**config.mk**
```make
export PLATFORM = sky130hd
export DESIGN_NAME = evm_vote_tally_flat
export DESIGN_NICKNAME = d
export VERILOG_FILES = /design/src/rtl/evm_vote_tally_if.sv /design/src/rtl/evm_vote_tally.sv /design/src/flat_wrapper.sv
export SDC_FILE = /design/constraint.sdc
export NUM_CORES = 1
export LEC_CHECK = 0
export ABC_CLOCK_PERIOD_IN_PS = 3200
export BUFFER_PORTS_ARGS = -buffer_cell sky130_fd_sc_hd__buf_4
export CORE_MARGIN = 10
export CORE_UTILIZATION = 40
export CTS_CLUSTER_SIZE = 12
export DETAILED_ROUTE_END_ITERATION = 7
export MAX_ROUTING_LAYER = met4
export PLACE_DENSITY = 0.66
export SYNTH_ARGS = -nofsm -noshare
export SYNTH_HDL_FRONTEND = slang
export SYNTH_SLANG_ARGS = --single-unit
```
**constraint.sdc**
```tcl
create_clock -name clk -period 3.2 [get_ports clk]
set_clock_uncertainty 0.2 [all_clocks]
set_input_delay 0.32 -clock clk [delete_from_list [all_inputs] [get_ports clk]]
set_output_delay 0.32 -clock clk [all_outputs]
set_load 0.05 [all_outputs]
```
**src/rtl/evm_vote_tally_if.sv**
```systemverilog
// Bus between the EVM voting FSM / host and the vote tally stage.
// master drives votes, control and read select; slave returns counts and result.
interface evm_vote_tally_if #(
    parameter int CNT_W = 8
);
    logic               vote_valid;
    logic [1:0]         incr_party_vote;
    logic               seal;
    logic               result_req;
    logic [1:0]         rd_sel;
    logic [CNT_W-1:0]   rd_count;
    logic [CNT_W+1:0]   total_votes;
    logic               vote_ack;
    logic               overflow;
    logic               sealed;
    logic               result_valid;
    logic [1:0]         winner;
    logic [CNT_W-1:0]   winner_votes;
    logic               tie;

    modport master (
        output vote_valid, incr_party_vote, seal, result_req, rd_sel,
        input  rd_count, total_votes, vote_ack, overflow, sealed,
        input  result_valid, winner, winner_votes, tie
    );

    modport slave (
        input  vote_valid, incr_party_vote, seal, result_req, rd_sel,
        output rd_count, total_votes, vote_ack, overflow, sealed,
        output result_valid, winner, winner_votes, tie
    );
endinterface

```
**src/rtl/evm_vote_tally.sv**
```systemverilog
// Saturating four-party vote tally with seal, sequential winner search and read port.
// Handshake: one vote is taken per rising edge of vote_valid; vote_ack pulses one cycle later.
module evm_vote_tally #(
    parameter int CNT_W = 8
) (
    input  logic                clk,
    input  logic                reset,
    evm_vote_tally_if.slave     bus,
    output logic [2:0]          dbg_state_o
);
    localparam int TOT_W = CNT_W + 2;
    localparam logic [CNT_W-1:0] CNT_MAX = {CNT_W{1'b1}};

    typedef enum logic [2:0] {
        S_COUNT   = 3'd0,
        S_SEALED  = 3'd1,
        S_COMPARE = 3'd2,
        S_RESULT  = 3'd3
    } state_e;

    state_e                 state_q, state_d;
    logic [3:0][CNT_W-1:0]  cnt_q, cnt_d;
    logic [TOT_W-1:0]       total_q, total_d;
    logic                   ack_q, ack_d;
    logic                   ovf_q, ovf_d;
    logic                   vote_valid_q;
    logic [CNT_W-1:0]       rd_count_q;
    logic [1:0]             idx_q, idx_d;
    logic [CNT_W-1:0]       best_q, best_d;
    logic [1:0]             best_idx_q, best_idx_d;
    logic                   tie_acc_q, tie_acc_d;
    logic [1:0]             winner_q, winner_d;
    logic [CNT_W-1:0]       winner_votes_q, winner_votes_d;
    logic                   tie_q, tie_d;
    logic                   accept;

    assign accept = bus.vote_valid & ~vote_valid_q;

    always_comb begin
        state_d        = state_q;
        cnt_d          = cnt_q;
        total_d        = total_q;
        ack_d          = 1'b0;
        ovf_d          = ovf_q;
        idx_d          = idx_q;
        best_d         = best_q;
        best_idx_d     = best_idx_q;
        tie_acc_d      = tie_acc_q;
        winner_d       = winner_q;
        winner_votes_d = winner_votes_q;
        tie_d          = tie_q;

        case (state_q)
            S_COUNT: begin
                if (accept) begin
                    if (cnt_q[bus.incr_party_vote] != CNT_MAX) begin
                        cnt_d[bus.incr_party_vote] = cnt_q[bus.incr_party_vote] + CNT_W'(1);
                        total_d = total_q + TOT_W'(1);
                        ack_d   = 1'b1;
                    end else begin
                        ovf_d = 1'b1;
                    end
                end
                if (bus.seal) begin
                    state_d = S_SEALED;
                end
            end
            S_SEALED: begin
                if (bus.result_req) begin
                    state_d = S_COMPARE;
                    idx_d   = 2'd0;
                end
            end
            S_COMPARE: begin
                // Strict greater-than keeps the lowest index on ties.
                if (idx_q == 2'd0) begin
                    best_d     = cnt_q[0];
                    best_idx_d = 2'd0;
                    tie_acc_d  = 1'b0;
                end else if (cnt_q[idx_q] > best_q) begin
                    best_d     = cnt_q[idx_q];
                    best_idx_d = idx_q;
                    tie_acc_d  = 1'b0;
                end else if (cnt_q[idx_q] == best_q) begin
                    tie_acc_d  = 1'b1;
                end
                if (idx_q == 2'd3) begin
                    state_d        = S_RESULT;
                    winner_d       = best_idx_d;
                    winner_votes_d = best_d;
                    tie_d          = tie_acc_d;
                end else begin
                    idx_d = idx_q + 2'd1;
                end
            end
            S_RESULT: begin
                state_d = S_RESULT;
            end
            default: begin
                state_d = S_COUNT;
            end
        endcase
    end

    always_ff @(posedge clk) begin
        if (reset) begin
            state_q        <= S_COUNT;
            cnt_q          <= '0;
            total_q        <= '0;
            ack_q          <= 1'b0;
            ovf_q          <= 1'b0;
            vote_valid_q   <= 1'b0;
            rd_count_q     <= '0;
            idx_q          <= 2'd0;
            best_q         <= '0;
            best_idx_q     <= 2'd0;
            tie_acc_q      <= 1'b0;
            winner_q       <= 2'd0;
            winner_votes_q <= '0;
            tie_q          <= 1'b0;
        end else begin
            state_q        <= state_d;
            cnt_q          <= cnt_d;
            total_q        <= total_d;
            ack_q          <= ack_d;
            ovf_q          <= ovf_d;
            vote_valid_q   <= bus.vote_valid;
            rd_count_q     <= cnt_q[bus.rd_sel];
            idx_q          <= idx_d;
            best_q         <= best_d;
            best_idx_q     <= best_idx_d;
            tie_acc_q      <= tie_acc_d;
            winner_q       <= winner_d;
            winner_votes_q <= winner_votes_d;
            tie_q          <= tie_d;
        end
    end

    assign bus.rd_count     = rd_count_q;
    assign bus.total_votes  = total_q;
    assign bus.vote_ack     = ack_q;
    assign bus.overflow     = ovf_q;
    assign bus.sealed       = (state_q == S_SEALED) || (state_q == S_COMPARE) ||
                              (state_q == S_RESULT);
    assign bus.result_valid = (state_q == S_RESULT);
    assign bus.winner       = winner_q;
    assign bus.winner_votes = winner_votes_q;
    assign bus.tie          = tie_q;
    assign dbg_state_o      = state_q;
endmodule

```
**src/flat_wrapper.sv**
```systemverilog
// flat-port wrapper written by rule: the top's interface ports become plain ports
module evm_vote_tally_flat 
#(
    parameter int CNT_W = 8
)
  (clk, reset, dbg_state_o, bus_vote_valid, bus_incr_party_vote, bus_seal, bus_result_req, bus_rd_sel, bus_rd_count, bus_total_votes, bus_vote_ack, bus_overflow, bus_sealed, bus_result_valid, bus_winner, bus_winner_votes, bus_tie);
  evm_vote_tally_if #(.CNT_W(CNT_W)) bus_i ();
  input  logic clk;
  input  logic reset;
  output logic [2:0] dbg_state_o;
  input wire logic [$bits(bus_i.vote_valid)-1:0] bus_vote_valid;
  input wire logic [$bits(bus_i.incr_party_vote)-1:0] bus_incr_party_vote;
  input wire logic [$bits(bus_i.seal)-1:0] bus_seal;
  input wire logic [$bits(bus_i.result_req)-1:0] bus_result_req;
  input wire logic [$bits(bus_i.rd_sel)-1:0] bus_rd_sel;
  output wire logic [$bits(bus_i.rd_count)-1:0] bus_rd_count;
  output wire logic [$bits(bus_i.total_votes)-1:0] bus_total_votes;
  output wire logic [$bits(bus_i.vote_ack)-1:0] bus_vote_ack;
  output wire logic [$bits(bus_i.overflow)-1:0] bus_overflow;
  output wire logic [$bits(bus_i.sealed)-1:0] bus_sealed;
  output wire logic [$bits(bus_i.result_valid)-1:0] bus_result_valid;
  output wire logic [$bits(bus_i.winner)-1:0] bus_winner;
  output wire logic [$bits(bus_i.winner_votes)-1:0] bus_winner_votes;
  output wire logic [$bits(bus_i.tie)-1:0] bus_tie;
  assign bus_i.vote_valid = bus_vote_valid;
  assign bus_i.incr_party_vote = bus_incr_party_vote;
  assign bus_i.seal = bus_seal;
  assign bus_i.result_req = bus_result_req;
  assign bus_i.rd_sel = bus_rd_sel;
  assign bus_rd_count = bus_i.rd_count;
  assign bus_total_votes = bus_i.total_votes;
  assign bus_vote_ack = bus_i.vote_ack;
  assign bus_overflow = bus_i.overflow;
  assign bus_sealed = bus_i.sealed;
  assign bus_result_valid = bus_i.result_valid;
  assign bus_winner = bus_i.winner;
  assign bus_winner_votes = bus_i.winner_votes;
  assign bus_tie = bus_i.tie;
  evm_vote_tally #(.CNT_W(CNT_W)) u_core (.clk(clk), .reset(reset), .bus(bus_i), .dbg_state_o(dbg_state_o));
endmodule
```
==> results of run 1 <==
layer usage:
metal  share of wire (%)  routed length, µm  track usage, %  up-vias
li1                    -                  -               -     1578
met1                  43               4270            16.6     1504
met2                  49               4900            23.1       85
met3                 6.2                613            4.12       18
met4                 1.5                147            5.07        0
met5                   0                  0               -        -
power groups by stage:
stage / sequential [mW] / combinational [mW] / clock (mW)
CTS: 1.05 / 0.420 / 0.877
global route: 1.05 / 0.494 / 0.911
finish: 1.05 / 0.451 / 0.854
global placement: 1.07 / 0.410 / 0
floorplan: 1.09 / 0.295 / 0
detailed placement: 1.07 / 0.414 / 0
through the flow:
step	instance area (µm²)	utilization (%)	setup slack (ns)	instances	total power, mW
4_1_cts	4840	47.3	0.0378	597	2.34
3_3_place_gp	4590	44.9	0.147	580	1.48
6_report	4870	47.6	0.177	600	2.35
3_5_place_dp	4590	44.9	0.0610	580	1.48
2_1_floorplan	4150	-	0.0320	411	1.38
5_1_grt	4870	47.6	0.00781	600	2.46
area by class of cell:
| cell class | count | area share (%) |
|---|---|---|
| repair buffers | 66 | 10.5 |
| inverters | 12 | 0.925 |
| clock buffers | 12 | 3.39 |
| flip-flops and latches | 79 | 32.5 |
| clock inverters | 3 | 1.34 |
| well taps | 136 | 3.50 |
| multi-input cells | 292 | 47.8 |
worst paths after layout:
check	startpoint	to	slack, ns	cells past startpoint
max	u_core.idx_q[1]	u_core.best_q[4]	0.18	8
max reg2reg	u_core.idx_q[1]	u_core.best_q[4]	0.18	8
min reg2reg	u_core.bus.winner_votes[7]	u_core.bus.winner_votes[7]	0.25	2
min	reset	u_core.dbg_state_o[1]	0.03	2
timing repair:
item                       in CTS  in global routing
setup buffers                   0                  3
resized for setup               0                  2
hold buffers                    2                  0
hold endpoints to repair        2                  0
setup endpoints to repair       0                 16
cells in the mapped netlist (all sizes together), types with 2 or more instances:
| library cell | count |
|---|---|
| nor3b | 3 |
| inv | 12 |
| o221a | 8 |
| nand2b | 3 |
| xnor2 | 4 |
| or3 | 2 |
| a211oi | 21 |
| ha | 12 |
| nor3 | 4 |
| nor2b | 11 |
| or2 | 3 |
| o32ai | 3 |
| mux4 | 24 |
| xor2 | 10 |
| nand3 | 6 |
| dfxtp | 79 |
| buf | 13 |
| mux2 | 10 |
| mux2i | 12 |
| and3 | 4 |
| nor2 | 84 |
| o21ai | 21 |
| and2 | 2 |
| a32o | 2 |
| nand2 | 16 |
| nand4 | 9 |
| clkbuf | 15 |
| a21oi | 13 |
registers in the layout (all words and copies together), names as in the netlist:
name and flops:
u_core.best_idx_q 2, u_core.best_q 8, u_core.bus.overflow 1, u_core.bus.rd_count 8, u_core.bus.tie 1, u_core.bus.total_votes 10, u_core.bus.vote_ack 1, u_core.bus.winner 2
u_core.bus.winner_votes 8, u_core.cnt_q 32, u_core.dbg_state_o 2, u_core.idx_q 2, u_core.tie_acc_q 1, u_core.vote_valid_q 1
placed cells by master (no fill, tap or decap), types with 3 or more instances in the layout:
| cell | instances |
|---|---|
| nor2_1 | 82 |
| dfxtp_1 | 78 |
| buf_4 | 63 |
| mux4_2 | 22 |
| a211oi_1 | 16 |
| nand2_1 | 16 |
| a21oi_1 | 13 |
| inv_1 | 12 |
| mux2i_1 | 12 |
| ha_1 | 12 |
| clkbuf_8 | 12 |
| nor2b_1 | 11 |
| xor2_1 | 10 |
| o21ai_0 | 10 |
| o21ai_1 | 9 |
| nand4_1 | 8 |
| o221a_1 | 8 |
| mux2_2 | 8 |
| nand3_1 | 5 |
| a211oi_2 | 5 |
| xnor2_1 | 4 |
| or2_2 | 3 |
| nor3b_4 | 3 |
| and3_1 | 3 |
| nand2b_1 | 3 |
| o32ai_1 | 3 |
| nor3_1 | 3 |
kinds of logic (layout without fill, tap and decap cells):
kind of cell / count (synthesis) / count (layout)
DFF: 79 / 79
buffers and inverters: 40 / 93
xor gates and xnor gates: 14 / 14
adders and majority gates: 12 / 12
and+or+nand+nor: 147 / 147
AOI/OAI and AO/OA: 72 / 72
other: 1 / 1
muxes: 46 / 46
==> summary.md, run 1 <==
| Metric | Value |
|---|---|
| Synthesized cell area | 4150 µm² |
| GR Util All Layers | 14.3% |
| Synth Warn # | 0 |
| Post-Syn Nets | 432 |
| Routed via count | 3185 |
| Sequential share of power | between 40% and 50% |
| Post-synthesis mux area share | a little under a fifth |
| Number of flops mapped to enable cells by yosys | 0 |
| I/O Buffers | between 40 and 50 |
| Root Buffer | clkbuf_8 |
| Largest family of logic cells by synthesized area | multiplexers |
| Sequential area share after synthesis | a little under two fifths |
| Area grow syn2layout | 17.4% |
| Least-Margin Pin Slew | between 0.7 and 0.8 ns |
| Via-per-instance ratio | 5.31 |
| Prevailing post-synth register cell | dfxtp_1 |
| Wire per inst | ~17 µm |
| Required time of the worst setup path | between 3 and 4 ns |
| Setup TNS Final | 0 ns |
| FFs w/ async S/R, synth | 0% |
| Leakage power | around 1.9 nW |
| Clock transition at path regs | about 0.08 ns |
| Layout cell share with drive strength beyond 1 | about 28% |
| Pre-Repair DR Iteration Count | 5 |
| Die Area | 14800 µm² |
| P per Cell Area | ~480 nW/µm² |
| Cells after Synth | 411 |
| FF+latch count, synth | 79 |
| Gpl congestion | about 0.88 |
| H-tree depth | 3 |
| Die span in y | around 120 µm |
| Dominant cells by area after synthesis | dfxtp_1 38%, mux4_2 12%, nor2_1 7.4%, ha_1 3.6%, mux2i_1 2.9% |
| Synthesized-area fraction occupied by adder cells | under 10% |
| Die Span X | 122 µm |
| Clock Latency Late Sink | 0.36 ns |
| ANT nets after route | 0 |
| Critical Setup Path Class | reg2reg |
| Filler cells | 933 |
| Final Cycle Share | 94.5% |
| Switch Pwr | 0.635 mW |
| Final WL | between 9000 and 10000 µm |
| CP endpoint kind | flop |
| # Max-Cap Violations | 0 |
| Crit path cell chain | mux4_2 > ha_1 > nor2b_1 > o211ai_1 > a21oi_1 > o21ai_2 > or3_1 > o221a_1 |
| Largest net degree at the start of global routing | 63 |
| Initial DRC Count | 243 |
| Slew Viols, Final | 0 |
| Nets | a little under 500 |
| Final Hold Vio Count | 0 |
| Maximum clock path buffer count | 2 |
| Slowest CP cell | dfxtp_1 |
| Reg area | between 1500 and 2000 µm² |
| Core area | 10200 µm² |
| Yosys top cell by area | dfxtp_1 |
| CP Launch Type | flop |
| Synth unique cells | 48 |
| Endpoints failing setup | 0 |
| Run status | completed |
| Sw frac | roughly 27% |
| Critical path arrival | between 3 and 4 ns |
| Compound-Gate Fraction of Synth Area | 12.8% |
| Power Internal | around 1.7 mW |
| Worst vdd ir | between 0.15 and 0.2 mV |
| Buf+Inv Stages, Crit Path | 0 |
| CTS sink cnt | 79 |
| Post-synthesis xor/xnor area fraction | 2.96% |
| Initial antenna violation count | 0 |
| CTS tree | done |
| Slowest stage delay, CP | 0.59 ns |
| Inserted Clock Buffers | 9 |
| Row count | 37 |
| Worst hold path class | in2reg |
| # IOs | 45 |
| Post-DP HPWL | between 7000 and 8000 µm |
| Initial Util | between 40% and 50% |
| Power share of the clock group | a little over a third |
| GRT overflow | 0 |
| Top Family by Delay on Critical Path | compound AO/OA/AOI/OAI gates |
| Top-area cell type share of the netlist area | between 30% and 40% |
| Global-route wire length before repair | roughly 17000 µm |
| CP Max Fanout | 10 |
| RSZ-0062 raised after global routing | false |
| Multi-input logic area | between 2000 and 2500 µm² |
| Highest clock rate | around 330 MHz |
| ANT cells | 0 |
| Min Tclk post-route | slightly above 3 ns |
| Logic pwr share | around a fifth |
| Drt drc | 0 |
| Post-synthesis simple-gate area fraction | between 10% and 20% |
| Syn Area/Cell | between 10 and 15 µm² |
| Vias in the first global route | ~3200 |
| Max-slew headroom | 46.8% |
| Worst hold slack | around 0.027 ns |
Power figures use the tool's default switching activity.
==> run 2, diff against run 1 <==
--- a/config.mk
+++ b/config.mk
@@ -5,14 +5,14 @@
 export SDC_FILE = /design/constraint.sdc
 export NUM_CORES = 1
 export LEC_CHECK = 0
-export ABC_CLOCK_PERIOD_IN_PS = 3200
+export ABC_CLOCK_PERIOD_IN_PS = 2900
 export BUFFER_PORTS_ARGS = -buffer_cell sky130_fd_sc_hd__buf_4
 export CORE_MARGIN = 10
 export CORE_UTILIZATION = 40
 export CTS_CLUSTER_SIZE = 12
 export DETAILED_ROUTE_END_ITERATION = 7
 export MAX_ROUTING_LAYER = met4
-export PLACE_DENSITY = 0.66
+export PLACE_DENSITY = 0.64
 export SYNTH_ARGS = -nofsm -noshare
 export SYNTH_HDL_FRONTEND = slang
 export SYNTH_SLANG_ARGS = --single-unit
==> constraint.sdc (replaced) <==
create_clock -name clk -period 2.9 [get_ports clk]
set_clock_uncertainty 0.2 [all_clocks]
set_input_delay 0.29 -clock clk [delete_from_list [all_inputs] [get_ports clk]]
set_output_delay 0.29 -clock clk [all_outputs]
set_load 0.05 [all_outputs]
==> run 2 against run 1 <==
- via count up 9.5%
- critical endpoint is now u_core.best_q[0]
- core utilization up 3.9 points
- largest cell class unchanged
- cell area up 8.2%
- critical path type unchanged
- power up 14%
- combinational power up 30%
- cell count up 5.7%
- critical path depth unchanged
- register-to-register slack worse by 0.17 ns
- count of clock-buffer cells in the layout down 2
- sequential power up 9.5%
- non-clock buffer count up 32
==> summary.md, run 2 (synthesized netlist as in run 1, its figures left out) <==
| Metric | Value |
|---|---|
| Gpl congestion | 0.893 (+2.0%) |
| Largest net degree at the start of global routing | 39 (-38%) |
| Critical path arrival | 2.95 ns (-0.11 ns) |
| CP Launch Type | flop |
| Slowest stage delay, CP | 0.56 ns (-0.03 ns) |
| Die span in y | 122 µm (unchanged) |
| CP Max Fanout | 8 (-2) |
| Vias in the first global route | 3304 (+3.1%) |
| Min Tclk post-route | 2.89 ns (-0.130 ns) |
| Global-route wire length before repair | 17000 µm (+2.0%) |
| Clock Latency Late Sink | 0.37 ns (about the same) |
| Layout cell share with drive strength beyond 1 | 36.1% (+8.3 points) |
| Core area | 10200 µm² (unchanged) |
| Inserted Clock Buffers | 9 (unchanged) |
| Critical Setup Path Class | reg2reg |
| GR Util All Layers | 14.7% (+0.42 points) |
| Max-slew headroom | 61.1% (+14 points) |
| H-tree depth | 3 (unchanged) |
| ANT cells | 0 (unchanged) |
| Wire per inst | 17.0 µm (+2.8%) |
| Final Hold Vio Count | 0 (unchanged) |
| Worst hold path class | in2reg |
| Maximum clock path buffer count | 2 (unchanged) |
| Via-per-instance ratio | 5.50 (+3.6%) |
| Most frequent cells in the layout | 93 x buf_4, 82 x nor2_1, 77 x dfxtp_1 |
| Least-Margin Pin Slew | 0.582 ns (-0.216 ns) |
| Routed via count | 3488 (+9.5%) |
| Die Span X | 122 µm (unchanged) |
| Final Cycle Share | 99.8% (+5.3 points) |
| P per Cell Area | 510 nW/µm² (+5.5%) |
| GRT overflow | 0 (unchanged) |
| Drt drc | 0 (unchanged) |
| CTS tree | done |
| Run status | completed |
| # Max-Cap Violations | 0 (unchanged) |
| ANT nets after route | 0 (unchanged) |
| Required time of the worst setup path | 2.95 ns (-0.29 ns) |
| RSZ-0062 raised after global routing | true |
| Largest Register | u_core.cnt_q |
| Pre-Repair DR Iteration Count | 5 (unchanged) |
| Root Buffer | clkbuf_8 |
| Initial DRC Count | 216 (-11%) |
| Crit path cell chain | buf_6 > mux4_2 > ha_4 > o211ai_1 > a21oi_2 > o21ai_4 > or3_4 > o221a_1 |
| Commonest non-fill, non-tap cell in the layout | buf_4 |
| I/O Buffers | 43 (unchanged) |
| Highest clock rate | 346 MHz (+4.5%) |
| Die Area | 14800 µm² (unchanged) |
| Post-DP HPWL | 7730 µm (+6.5%) |
| Slowest CP cell | mux4_2 |
| Nets | 514 (+6.9%) |
| Buf+Inv Stages, Crit Path | 1 (+1) |
| Leakage power | 2.10 nW (+11%) |
| Non-Filler Instances | 634 (+5.7%) |
| CP endpoint kind | flop |
| Endpoints failing setup | 0 (unchanged) |
| Power, Total | 2.69 mW (+14%) |
| # IOs | 45 (unchanged) |
| Row count | 37 (unchanged) |
| Max FFs per register | 32 (unchanged) |
| CTS sink cnt | 79 (unchanged) |
| Top Family by Delay on Critical Path | compound AO/OA/AOI/OAI gates |
| Initial Util | 40.5% (unchanged) |
| Area grow syn2layout | 27.0% |
| Slew Viols, Final | 0 (unchanged) |
| Setup TNS Final | 0 ns (unchanged) |
| Initial antenna violation count | 0 (unchanged) |
| Clock transition at path regs | 0.08 ns (about the same) |
| Placed cell count | 606 (+4.5%) |
| Worst vdd ir | 0.254 mV (+28%) |
| Final WL | 10800 µm (+8.6%) |
-- run 2: path summary, 6_finish.rpt --
path / end / slack [ns] / start / cells after the start
max reg2reg: u_core.best_q[0] / 0.007 / u_core.idx_q[0] / 8
max: u_core.best_q[0] / 0.007 / u_core.idx_q[0] / 8
min reg2reg: u_core.bus.winner_votes[6] / 0.25 / u_core.bus.winner_votes[6] / 2
min: u_core.bus.tie / 0.15 / reset / 2
-- run 2: power breakdown --
part           total, mW  leakage [nW]  internal (mW)  switching (mW)
clock              0.947         0.109          0.512           0.435
combinational      0.588          1.35          0.276           0.312
sequential          1.15         0.641           1.12          0.0338
total               2.69          2.10           1.91           0.780
-- run 2: worst register-to-register path: cells and delay by family, from the launching register on --
kind	cells	cell delay, ns
AO/OA/AOI/OAI	4	0.76
AND/OR/NAND/NOR	1	0.43
adder cells (fa/ha/maj)	1	0.31
flip-flops	1	0.40
buffers and inverters	1	0.14
multiplexers	1	0.56
-- run 2: metrics by stage --
step           hold WS [ns]  cell area (µm²)  worst slack (ns)  util (%)
6_report              0.145             5270           0.00699      51.5
5_1_grt               0.160             5270            -0.116      51.5
4_1_cts               0.142             5060           -0.0497      49.5
3_5_place_dp          0.248             4790            -0.109      46.9
3_3_place_gp          0.239             4790           -0.0481      46.9
2_1_floorplan         0.218             4200           0.00939         -
-- run 2: routing by layer --
metal / up-vias / wire length (µm) / global-route usage (%) / part of all wire, %
met3: 24 / 633 / 3.61 / 5.9
met5: - / 0 / - / 0
met4: 0 / 216 / 6.04 / 2.0
met1: 1723 / 4630 / 17.7 / 43
met2: 99 / 5310 / 23.1 / 49
li1: 1642 / - / - / -
-- run 2: layout make-up --
type,count,area [µm²]
Sequential cell,79,1590
Fill cell,886,4960
Timing Repair Buffer,98,752
Clock buffer,10,138
Inverter,12,45.0
Clock inverter,6,92.6
Multi-Input combinational cell,293,2480
Tap cell,136,170
-- run 2: repair_timing --
action / 4_1_cts / 5_1_grt
setup buffers: 1 / 8
setup endpoints to repair: 19 / 21
gates cloned: 0 / 1
gates resized for setup: 2 / 27
endpoints found under the hold margin: 2 / 0
pin swaps: 1 / 14
hold buffers: 2 / 0
